--- src/rtl/multicast_fanout_if.sv ---
// Upstream/downstream bundle for the multicast replication stage: one flit+mask
// in, FAN_OUT per-port flit outputs with independent valid/avail handshakes.
interface multicast_fanout_if #(
   parameter int FAN_OUT      = 6,
   parameter int FLIT_CHILD_W = 85
);
   // Handshake rule for every channel: a transfer happens on a rising edge where
   // valid and avail are both 1; avail with valid low has no effect.
   logic [FLIT_CHILD_W-1:0]         in;
   logic [FAN_OUT-1:0]              in_mask;
   logic                            in_valid;
   logic                            in_avail;
   logic [FLIT_CHILD_W*FAN_OUT-1:0] out;
   logic [FAN_OUT-1:0]              out_valid;
   logic [FAN_OUT-1:0]              out_avail;
   logic [7:0]                      drop_cnt;
   logic [1:0]                      dbg_occupancy;
   logic [FAN_OUT-1:0]              dbg_pending;

   modport slave (
      input  in, in_mask, in_valid, out_avail,
      output in_avail, out, out_valid, drop_cnt, dbg_occupancy, dbg_pending
   );

   modport master (
      output in, in_mask, in_valid, out_avail,
      input  in_avail, out, out_valid, drop_cnt, dbg_occupancy, dbg_pending
   );
endinterface

--- src/rtl/multicast_fanout.sv ---
// Multicast replication stage: a 2-entry {flit, mask} FIFO whose head is offered
// to every masked port and retires once each of those ports has taken it.
module multicast_fanout #(
   parameter int FAN_OUT     = 6,
   parameter int ValidBitPos = 81,
   parameter int lg_numprocs = 3
) (
   input  logic clk,
   input  logic rst,
   multicast_fanout_if.slave bus
);
   localparam int FlitWidth      = ValidBitPos + 1;
   localparam int ChildrenWidth  = lg_numprocs;
   localparam int FlitChildWidth = FlitWidth + ChildrenWidth;

   logic [FlitChildWidth-1:0] flit_q [2];
   logic [FAN_OUT-1:0]        mask_q [2];
   logic                      rd_ptr_q, wr_ptr_q;
   logic [1:0]                occ_q, occ_d;
   logic [FAN_OUT-1:0]        pending_q, pending_d;
   logic [7:0]                drop_cnt_q, drop_cnt_d;

   logic                      head_present;
   logic                      accept, push, drop, retire;
   logic [FAN_OUT-1:0]        out_valid_w, fire;

   assign head_present = (occ_q != 2'd0);
   assign bus.in_avail = (occ_q != 2'd2);
   assign accept       = bus.in_valid & bus.in_avail;
   assign push         = accept & (|bus.in_mask);
   assign drop         = accept & ~(|bus.in_mask);

   assign out_valid_w  = {FAN_OUT{head_present}} & pending_q;
   assign fire         = out_valid_w & bus.out_avail;
   assign retire       = head_present & ((pending_q & ~fire) == '0);

   assign bus.out_valid     = out_valid_w;
   assign bus.out           = head_present ? {FAN_OUT{flit_q[rd_ptr_q]}}
                                           : '0;
   assign bus.drop_cnt      = drop_cnt_q;
   assign bus.dbg_occupancy = occ_q;
   assign bus.dbg_pending   = pending_q;

   always_comb begin
      pending_d  = pending_q & ~fire;
      occ_d      = occ_q + {1'b0, push} - {1'b0, retire};
      drop_cnt_d = drop_cnt_q;
      // The pending mask reloads whenever a different flit becomes the head.
      if (retire) begin
         if (occ_q == 2'd2)
            pending_d = mask_q[~rd_ptr_q];
         else if (push)
            pending_d = bus.in_mask;
         else
            pending_d = '0;
      end else if (!head_present && push) begin
         pending_d = bus.in_mask;
      end
      if (drop && drop_cnt_q != 8'hFF)
         drop_cnt_d = drop_cnt_q + 8'd1;
   end

   always_ff @(posedge clk or negedge rst) begin
      if (!rst) begin
         for (int i = 0; i < 2; i++) begin
            flit_q[i] <= '0;
            mask_q[i] <= '0;
         end
         rd_ptr_q   <= 1'b0;
         wr_ptr_q   <= 1'b0;
         occ_q      <= 2'd0;
         pending_q  <= '0;
         drop_cnt_q <= 8'd0;
      end else begin
         if (push) begin
            flit_q[wr_ptr_q] <= bus.in;
            mask_q[wr_ptr_q] <= bus.in_mask;
            wr_ptr_q         <= ~wr_ptr_q;
         end
         if (retire)
            rd_ptr_q <= ~rd_ptr_q;
         occ_q      <= occ_d;
         pending_q  <= pending_d;
         drop_cnt_q <= drop_cnt_d;
      end
   end
endmodule

--- src/flat_wrapper.sv ---
// flat-port wrapper written by rule: the top's interface ports become plain ports
module multicast_fanout_flat 
#(
   parameter int FAN_OUT     = 6,
   parameter int ValidBitPos = 81,
   parameter int lg_numprocs = 3
)
  (clk, rst, bus_in, bus_in_mask, bus_in_valid, bus_out_avail, bus_in_avail, bus_out, bus_out_valid, bus_drop_cnt, bus_dbg_occupancy, bus_dbg_pending);
  multicast_fanout_if #(.FAN_OUT(FAN_OUT)) bus_i ();
  input  logic clk;
  input  logic rst;
  input wire logic [$bits(bus_i.in)-1:0] bus_in;
  input wire logic [$bits(bus_i.in_mask)-1:0] bus_in_mask;
  input wire logic [$bits(bus_i.in_valid)-1:0] bus_in_valid;
  input wire logic [$bits(bus_i.out_avail)-1:0] bus_out_avail;
  output wire logic [$bits(bus_i.in_avail)-1:0] bus_in_avail;
  output wire logic [$bits(bus_i.out)-1:0] bus_out;
  output wire logic [$bits(bus_i.out_valid)-1:0] bus_out_valid;
  output wire logic [$bits(bus_i.drop_cnt)-1:0] bus_drop_cnt;
  output wire logic [$bits(bus_i.dbg_occupancy)-1:0] bus_dbg_occupancy;
  output wire logic [$bits(bus_i.dbg_pending)-1:0] bus_dbg_pending;
  assign bus_i.in = bus_in;
  assign bus_i.in_mask = bus_in_mask;
  assign bus_i.in_valid = bus_in_valid;
  assign bus_i.out_avail = bus_out_avail;
  assign bus_in_avail = bus_i.in_avail;
  assign bus_out = bus_i.out;
  assign bus_out_valid = bus_i.out_valid;
  assign bus_drop_cnt = bus_i.drop_cnt;
  assign bus_dbg_occupancy = bus_i.dbg_occupancy;
  assign bus_dbg_pending = bus_i.dbg_pending;
  multicast_fanout #(.FAN_OUT(FAN_OUT), .ValidBitPos(ValidBitPos), .lg_numprocs(lg_numprocs)) u_core (.clk(clk), .rst(rst), .bus(bus_i));
endmodule
--- config.mk ---
export PLATFORM = sky130hd
export DESIGN_NAME = multicast_fanout_flat
export DESIGN_NICKNAME = d
export VERILOG_FILES = /design/src/rtl/multicast_fanout_if.sv /design/src/rtl/multicast_fanout.sv /design/src/flat_wrapper.sv
export SDC_FILE = /design/constraint.sdc
export NUM_CORES = 1
export LEC_CHECK = 0
export CAP_MARGIN = 40
export CORE_AREA = 2 2 249 251
export CTS_BUF_LIST = sky130_fd_sc_hd__clkbuf_2
export DETAILED_ROUTE_END_ITERATION = 8
export DIE_AREA = 0 0 251 253
export MAX_ROUTING_LAYER = met4
export SYNTH_ARGS = -nofsm -noshare
export SYNTH_HDL_FRONTEND = slang
export SYNTH_SLANG_ARGS = --single-unit
--- constraint.sdc ---
create_clock -name clk -period 3 [get_ports clk]
set_input_delay 0.6 -clock clk [delete_from_list [all_inputs] [get_ports clk]]
set_output_delay 0.6 -clock clk [all_outputs]
set_load 0.01 [all_outputs]
==> results.ini, run 1 <==
[status]
outcome = finished with violations
violations = setup timing

[sta]
worst_pin_slew_ns = 0.7563
fin_skew_ns = 0.04306
timing.final.crit_period_ns = 3.414
min_period_over_period_pct = 113.8
setup_viol = 368
finalMaxSlewViolations = 0
rsz0062_at_grt = true
fmax_mhz = 292.9
final-hold-violation-count = 0
setup_ws_ns = -0.4141
max_slew_margin_pct = 49.58

[route]
dr.pass1.iters = 4
wl_per_cell_um = 16.07
remaining_drc_errors = 0
drtIter0Drc = 191
viasPerCell = 3.835
wl_mm = 37.64
vias = 8982
ant_nets = 0

[yosys]
synthCells = 1123
synth.distinct_cells = 34
ys.flop_type = dfrtp_1
async_flop_share_pct = 100.0
synth_top_area_share_pct = 40.17
ys_seq_elements = 200
syn_area_per_cell_um2 = 11.09
yosys-top-cells-area = dfrtp_1 40%, buf_4 26%, mux2_2 15%
synth_warnings = 0
yosysSeqAreaShare_pct = 40.17
synth-edff-count = 0
syn_area_um2 = 12460
syn-num-nets = 1226
yosysTopAreaCell = dfrtp_1

[placement]
place.gp.congestion = 0.7308
port-buffer-count = 632
dp.cells = 2107
post-place-ws_ns = 0.06769
dp_hpwl_mm = 25.45
place_area_um2 = 16630

[run]
cap_violations = 0

[layout]
final_cells = 2342
layout_common_cells = 197 x dfrtp_1, 188 x clkdlybuf4s50_1, 178 x dlygate4sd2_1
fill_cells = 6276
final_common_cell = dfrtp_1
drive_gt1_share_pct = 39.00
nets = 1636
area_growth_pct = 48.82
postLayoutCellArea_um2 = 18540

[floorplan]
dieArea_um2 = 63500
pin_count = 633
rows = 91
fp.dieH_um = 253
fp.dieW_um = 251
design.core.area_um2 = 61030
start_util_pct = 20.41

[power]
pwr-share-seq_pct = 18.0
ir_drop_uv = 854.5
clockPowerShare_pct = 5.6
p_comb_share_pct = 76.4
intPower_mw = 15.26
p_switching_mw = 11.32
powerDensity_nw_per_um2 = 1434
p_sw_share_pct = 42.59
leakage_nw = 9.698
power.total_mw = 26.58

[cts]
ctsRootBufferMaster = clkbuf_2
htreeDepth = 4
tritoncts = built
clkTransAtPathRegs_ns = 0.28
cts_buffer_depth = 2
cts_buffers = 17
clock_latency_ns = 1.01
cts_sinks = 200

[global_route]
grt_overflow = 0
grt_pass1_wl_mm = 51.54
grt_usage_pct = 11.13
antenna_found_initial = 6
grt_max_degree = 74
grt_pass1_vias = 8813

[worst_setup_path]
required_ns = 2.40
crit_slowest_cell = dfrtp_4
critPathTopFamily = buffers and inverters
critPathKind = register to primary output
path_max_fanout = 10
critical-path-max-stage-delay_ns = 0.59
cp-start-kind = register
path_buf_inv = 3
endpoint_kind = primary output
cp.arrival_ns = 2.81
path_cells = buf_4 -> buf_16 -> mux2i_2 -> nor2_4 -> clkdlybuf4s50_1

[worst_hold_path]
hold_path_class = input port to register

-- stage by stage --
stage | setup TNS [ns] | hold WS, ns | util, %
6_report | -61.85 | 0.2649 | 30.38
4_1_cts | -310.95 | 0.005957 | 29.61
2_1_floorplan | 0 | 0.3044 | -
3_5_place_dp | 0 | 0.4808 | 27.25
3_3_place_gp | 0 | 0.4735 | 27.25
5_1_grt | -199.74 | 0.07759 | 30.37
-- sequential cells by signal (all words and copies together), names as in the netlist --
name                      flops
u_core.bus.dbg_occupancy      2
u_core.bus.dbg_pending        6
u_core.bus.drop_cnt           8
u_core.flit_q               170
u_core.mask_q                12
u_core.rd_ptr_q               1
u_core.wr_ptr_q               1
-- synth_stat cells (3+ instances only) --
master and instances:
buf_1 10, mux2i_1 92, a21oi_1 5, nor2b_1 5, mux2_1 19, nand3_1 9, nor2_1 93, xnor2_1 4
buf_4 425, clkbuf_1 15, mux2_2 169, nor3_1 4, nand2_1 6, buf_6 10, ha_1 3, nor4_1 4
a31oi_1 4, clkbuf_8 8, dfrtp_1 200, o211ai_1 5, inv_1 5, xor2_1 7, and2_1 9
-- logic make-up (layout without fill, tap and decap cells) --
kind of cell	Yosys count	after routing	synth area share (%)
AOI/OAI and AO/OA	17	17	1.065
xor gates and xnor gates	11	11	0.7733
adders and majority gates	3	3	0.3013
buffers and inverters	474	897	28.35
DFF	200	200	40.17
muxes	280	280	24.38
other	0	6	0
and+or+nand+nor	138	138	4.951
-- worst register-to-register path: stages, from the launching register on --
cell      delay (ns)
dfrtp_2         0.50
buf_4           0.15
nand2b_1        0.28
o311ai_4        0.21
buf_4           0.22
nor2_4          0.21
buf_12          0.26
mux2_2          0.46
-- routing by layer --
metal | vias up | wire (µm) | track usage [%]
li1 | 4124 | - | -
met1 | 4433 | 15980 | 12.71
met2 | 393 | 18720 | 18.96
met3 | 32 | 2043 | 2.961
met4 | 0 | 891 | 3.605
met5 | - | 0 | -
-- layout make-up --
type	instances	area, µm²	area share (%)
Sequential cell	200	5011	27.03
Multi-Input combinational cell	449	4242	22.88
Clock buffer	18	90.09	0.4859
Inverter	6	25.02	0.1350
Clock inverter	14	171.4	0.9245
Timing Repair Buffer	859	7998	43.14
Tap cell	790	988.4	5.331
Antenna cell	6	15.01	0.08098
-- worst paths after layout --
check	slack [ns]	to	depth (start not counted)	startpoint
setup / recovery	-0.41	bus_out[270]	5	u_core.rd_ptr_q$_DFFE_PN0N_
hold / removal	0.26	u_core.flit_q[60]$_DFFE_PN0P_	2	bus_in[60]
setup reg to reg	0.61	u_core.flit_q[151]$_DFFE_PN0P_	7	u_core.bus.dbg_occupancy[1]$_DFF_PN0_
hold reg to reg	0.52	u_core.flit_q[73]$_DFFE_PN0P_	1	u_core.flit_q[73]$_DFFE_PN0P_
max in group asynchronous	1.85	u_core.flit_q[71]$_DFFE_PN0P_	4	rst
min in group asynchronous	0.70	u_core.mask_q[2]$_DFFE_PN0P_	4	rst
-- power groups by stage --
stage	clock network, mW	logic [mW]	registers (mW)
after floorplan	0	14.3	4.58
after global placement	0	20.5	4.77
after detailed placement	0	20.6	4.84
after CTS	1.62	20.5	4.78
after global routing	1.71	21.6	4.97
final	1.48	20.3	4.79
-- timing repair --
action | CTS | global route
setup endpoints to repair | 524 | 523
buffers inserted | 49 | 61
gates resized for setup | 396 | 479
pin swaps | 29 | 30
hold endpoints to repair | 346 | 0
cloned | 2 | 5
hold buffers | 80 | 0
No activity file was read; power rests on OpenSTA's default activity.
==> run 2: changes to the inputs <==
CTS_CLUSTER_SIZE = 30   (was unset)
SKIP_CTS_REPAIR_TIMING = 1   (was unset)
==> run 2 against run 1 <==
The flow still finishes with violations (setup timing). Via count decreased by 4.5%. Global-route usage decreased by 0.64 points. Clock skew increased by 0.0011 ns. Hold slack got worse by 0.075 ns. Clock-buffer cell count unchanged. Sequential share of layout area decreased by 0.25 points. Cell count decreased by 4.7%. Largest cell class unchanged. Largest power group unchanged.
==> results.ini, run 2 (synthesis results as in run 1) <==
[status]
outcome = finished with violations
violations = setup timing

[layout]
utilization_pct = 30.67
largest_register_ffs = 170
layout_common_cells = 329 x dlymetal6s2s_1, 276 x clkdlybuf4s50_1, 197 x dfrtp_1
final_common_cell = dlymetal6s2s_1
final_cells = 2233
drive_gt1_share_pct = 30.31
nets = 1525
area_growth_pct = 50.23
postLayoutCellArea_um2 = 18720
top_register = u_core.flit_q

[placement]
place.gp.congestion = 0.7308
dp.cells = 2107
port-buffer-count = 632
place_area_um2 = 16630
dp_hpwl_mm = 25.45
post-place-ws_ns = 0.06769

[sta]
fin_skew_ns = 0.04420
final-hold-violation-count = 0
min_period_over_period_pct = 111.5
timing.final.crit_period_ns = 3.344
max_slew_margin_pct = 49.25
finalMaxSlewViolations = 0
tns_ns = -73.04
rsz0062_at_grt = true
fmax_mhz = 299.0
setup_viol = 377
fin_hold_ws_ns = 0.1904
setup_ws_ns = -0.3442
worst_pin_slew_ns = 0.7613

[floorplan]
design.core.area_um2 = 61030
rows = 91
pin_count = 633
start_util_pct = 20.41
fp.dieW_um = 251
dieArea_um2 = 63500
fp.dieH_um = 253

[worst_hold_path]
hold_path_class = input port to register

[route]
dr.pass1.iters = 4
vias = 8574
remaining_drc_errors = 0
viasPerCell = 3.840
wl_mm = 37.24
drtIter0Drc = 208
ant_nets = 0
wl_per_cell_um = 16.68

[worst_setup_path]
cp-start-kind = register
critPathKind = register to primary output
critical-path-max-stage-delay_ns = 0.59
crit_slowest_cell = clkdlybuf4s50_1
cp.arrival_ns = 2.74
path_cells = buf_12 -> mux2i_1 -> nor2_2 -> clkdlybuf4s50_1
endpoint_kind = primary output
required_ns = 2.40
path_max_fanout = 26
worst-r2r-setup-slack_ns = 0.62

[cts]
clkTransAtPathRegs_ns = 0.29
htreeDepth = 4
ctsRootBufferMaster = clkbuf_2
cts_buffer_depth = 2
cts_sinks = 200
clock_latency_ns = 1.01
cts_buffers = 17
tritoncts = built

[power]
ir_drop_uv = 697.5
powerDensity_nw_per_um2 = 1482
leakage_nw = 11.31
power.total_mw = 27.73

[global_route]
antenna_found_initial = 9
grt_max_degree = 79
grt_usage_pct = 10.50
grt_pass1_vias = 8152
grt_overflow = 0
grt_pass1_wl_mm = 48.44

[run]
cap_violations = 0

==> run 2: layer usage <==
layer | wire length, µm | track usage, % | up-vias
met4 | 741 | 3.878 | 0
met3 | 2338 | 3.022 | 28
li1 | - | - | 3902
met5 | 0 | - | -
met1 | 15370 | 11.97 | 4260
met2 | 18800 | 17.50 | 384
==> run 2: path summary, 6_finish.rpt <==
check                                                      startpoint                              to  cells after the start
worst max-delay path                      u_core.rd_ptr_q$_DFFE_PN0N_                    bus_out[244]                      4
worst min-delay path                                       bus_in[82]   u_core.flit_q[82]$_DFFE_PN0P_                      2
worst max register to register  u_core.bus.dbg_occupancy[1]$_DFF_PN0_  u_core.flit_q[151]$_DFFE_PN0P_                      7
worst min register to register          u_core.flit_q[70]$_DFFE_PN0P_   u_core.flit_q[70]$_DFFE_PN0P_                      1
max in group asynchronous                                         rst   u_core.flit_q[11]$_DFFE_PN0P_                      4
min in group asynchronous                                         rst   u_core.flit_q[89]$_DFFE_PN0P_                      3
==> run 2: area by class of cell <==
class                   instances  area [µm²]
repair buffers                748        8197
multi-input cells             449        4213
fillers                      6147       42310
diodes                          8       20.02
inverters                       6       25.02
clock inverters                14       171.4
well taps                     790       988.4
clock buffers                  18       90.09
flip-flops and latches        200        5011
==> run 2: report_power, final <==
group	internal [mW]	switching, mW
logic	12.1	9.42
registers	4.02	0.740
clock network	0.480	1.01
total	16.6	11.2
==> run 2: critical path: cells and delay by family (launching register included) <==
kind,cells,cell delay [ns]
muxes,1,0.16
buffers and inverters,2,0.77
and+or+nand+nor,1,0.20
DFF,1,0.58
==> run 3: changes to the inputs <==
PLACE_DENSITY = 0.44   (was unset)
REMOVE_ABC_BUFFERS = 1   (was unset)
==> run 3 against run 2 <==
The flow still finishes with violations (setup timing). Clock skew down 0.0036 ns. Clock power down 3%. Total power up 0.32%. Register-to-register slack better by 0.18 ns. Sequential power down 0.8%. Highest routed layer unchanged. Design area up 0.37%. Setup slack worse by 0.089 ns.
==> results.ini, run 3 (synthesis results as in run 1) <==
[global_route]
grt_usage_pct = 10.58
grt_pass1_vias = 8451
grt_pass1_wl_mm = 50.04
grt_max_degree = 68
grt_overflow = 0
antenna_found_initial = 2

[run]
cap_violations = 0

[status]
violations = setup timing
outcome = finished with violations

[sta]
max_slew_margin_pct = 51.30
worst_pin_slew_ns = 0.7305
setup_ws_ns = -0.4332
fin_skew_ns = 0.04058
tns_ns = -91.01
setup_viol = 480
fmax_mhz = 291.3
rsz0062_at_grt = true
finalMaxSlewViolations = 0
timing.final.crit_period_ns = 3.433
min_period_over_period_pct = 114.4
final-hold-violation-count = 0

[layout]
drive_gt1_share_pct = 30.17
area_growth_pct = 50.78
postLayoutCellArea_um2 = 18780
nets = 1535
top_register = u_core.flit_q
final_common_cell = dlymetal6s2s_1
layout_common_cells = 340 x dlymetal6s2s_1, 276 x clkdlybuf4s50_1, 197 x dfrtp_1
largest_register_ffs = 170
fill_cells = 6254

[route]
viasPerCell = 3.782
ant_nets = 0
dr.pass1.iters = 4
remaining_drc_errors = 0
drtIter0Drc = 203
vias = 8456
wl_mm = 36.77
wl_per_cell_um = 16.44

[placement]
dp_hpwl_mm = 25.80
port-buffer-count = 632
place.gp.congestion = 0.7351
post-place-ws_ns = 0.06456
place_area_um2 = 16740

[worst_setup_path]
cp-start-kind = register
cp.arrival_ns = 2.83
critPathKind = register to primary output
required_ns = 2.40
ff2ff_path_depth = 9
endpoint_kind = primary output
path_max_fanout = 39

[power]
leakage_nw = 11.46
ir_drop_uv = 727.3
powerDensity_nw_per_um2 = 1481

[floorplan]
start_util_pct = 20.41
fp.dieW_um = 251
pin_count = 633
fp.dieH_um = 253
design.core.area_um2 = 61030
dieArea_um2 = 63500
rows = 91

[cts]
tritoncts = built
cts_sinks = 200
cts_buffers = 17
htreeDepth = 4
cts_buffer_depth = 2
clkTransAtPathRegs_ns = 0.28
clock_latency_ns = 0.97
ctsRootBufferMaster = clkbuf_2

[worst_hold_path]
hold_path_class = input port to asynchronous set/reset pin

[run 3: worst paths after layout]
check	slack, ns	to	from
worst max-delay path	-0.43	bus_out[122]	u_core.rd_ptr_q$_DFFE_PN0N_
worst min-delay path	0.17	u_core.flit_q[115]$_DFFE_PN0P_	rst
worst max register to register	0.80	u_core.bus.dbg_occupancy[1]$_DFF_PN0_	u_core.bus.dbg_pending[5]$_DFF_PN0_
worst min register to register	0.53	u_core.bus.drop_cnt[5]$_DFFE_PN0P_	u_core.bus.drop_cnt[5]$_DFFE_PN0P_
max in group asynchronous	2.07	u_core.flit_q[40]$_DFFE_PN0P_	rst
min in group clk	0.22	u_core.flit_q[84]$_DFFE_PN0P_	bus_in[84]
[run 3: metrics by stage]
stage,total power [mW],util (%),std cells,hold slack (ns)
after floorplan,12.51,-,655,0.3044
after global placement,25.60,27.44,2117,0.4737
after detailed placement,25.69,27.44,2117,0.4812
after CTS,27.28,27.84,2149,-0.6150
after global routing,29.56,30.78,2236,0.03451
final,27.82,30.78,2236,0.1747
[run 3: power breakdown]
group	internal, mW	switching (mW)
Clock	0.466	0.970
Sequential	4.02	0.704
Combinational	12.2	9.41
Total	16.7	11.1
[run 3: critical path, stage by stage, from the launching register on]
cell and delay [ns]:
dfrtp_4 0.58, buf_16 0.20, mux2i_1 0.21, nor2_4 0.21, clkdlybuf4s50_1 0.59
[run 3: routing by layer]
metal | track usage [%] | vias to the layer above | wire length [µm]
met5 | - | - | 0
met4 | 2.976 | 0 | 597
met3 | 2.642 | 20 | 1899
met2 | 18.25 | 293 | 19110
met1 | 12.18 | 4225 | 15160
li1 | - | 3918 | -
[run 3: final cells by class]
type / count / area (µm²) / share of cell area [%]
clock inverter: 13 / 152.6 / 0.8126
sequential: 200 / 5011 / 26.68
timing repair buffer: 758 / 8308 / 44.23
inverter: 6 / 25.02 / 0.1332
tap: 790 / 988.4 / 5.262
multi-input combinational: 449 / 4202 / 22.37
clock buffer: 19 / 95.09 / 0.5062
antenna: 1 / 2.502 / 0.01332
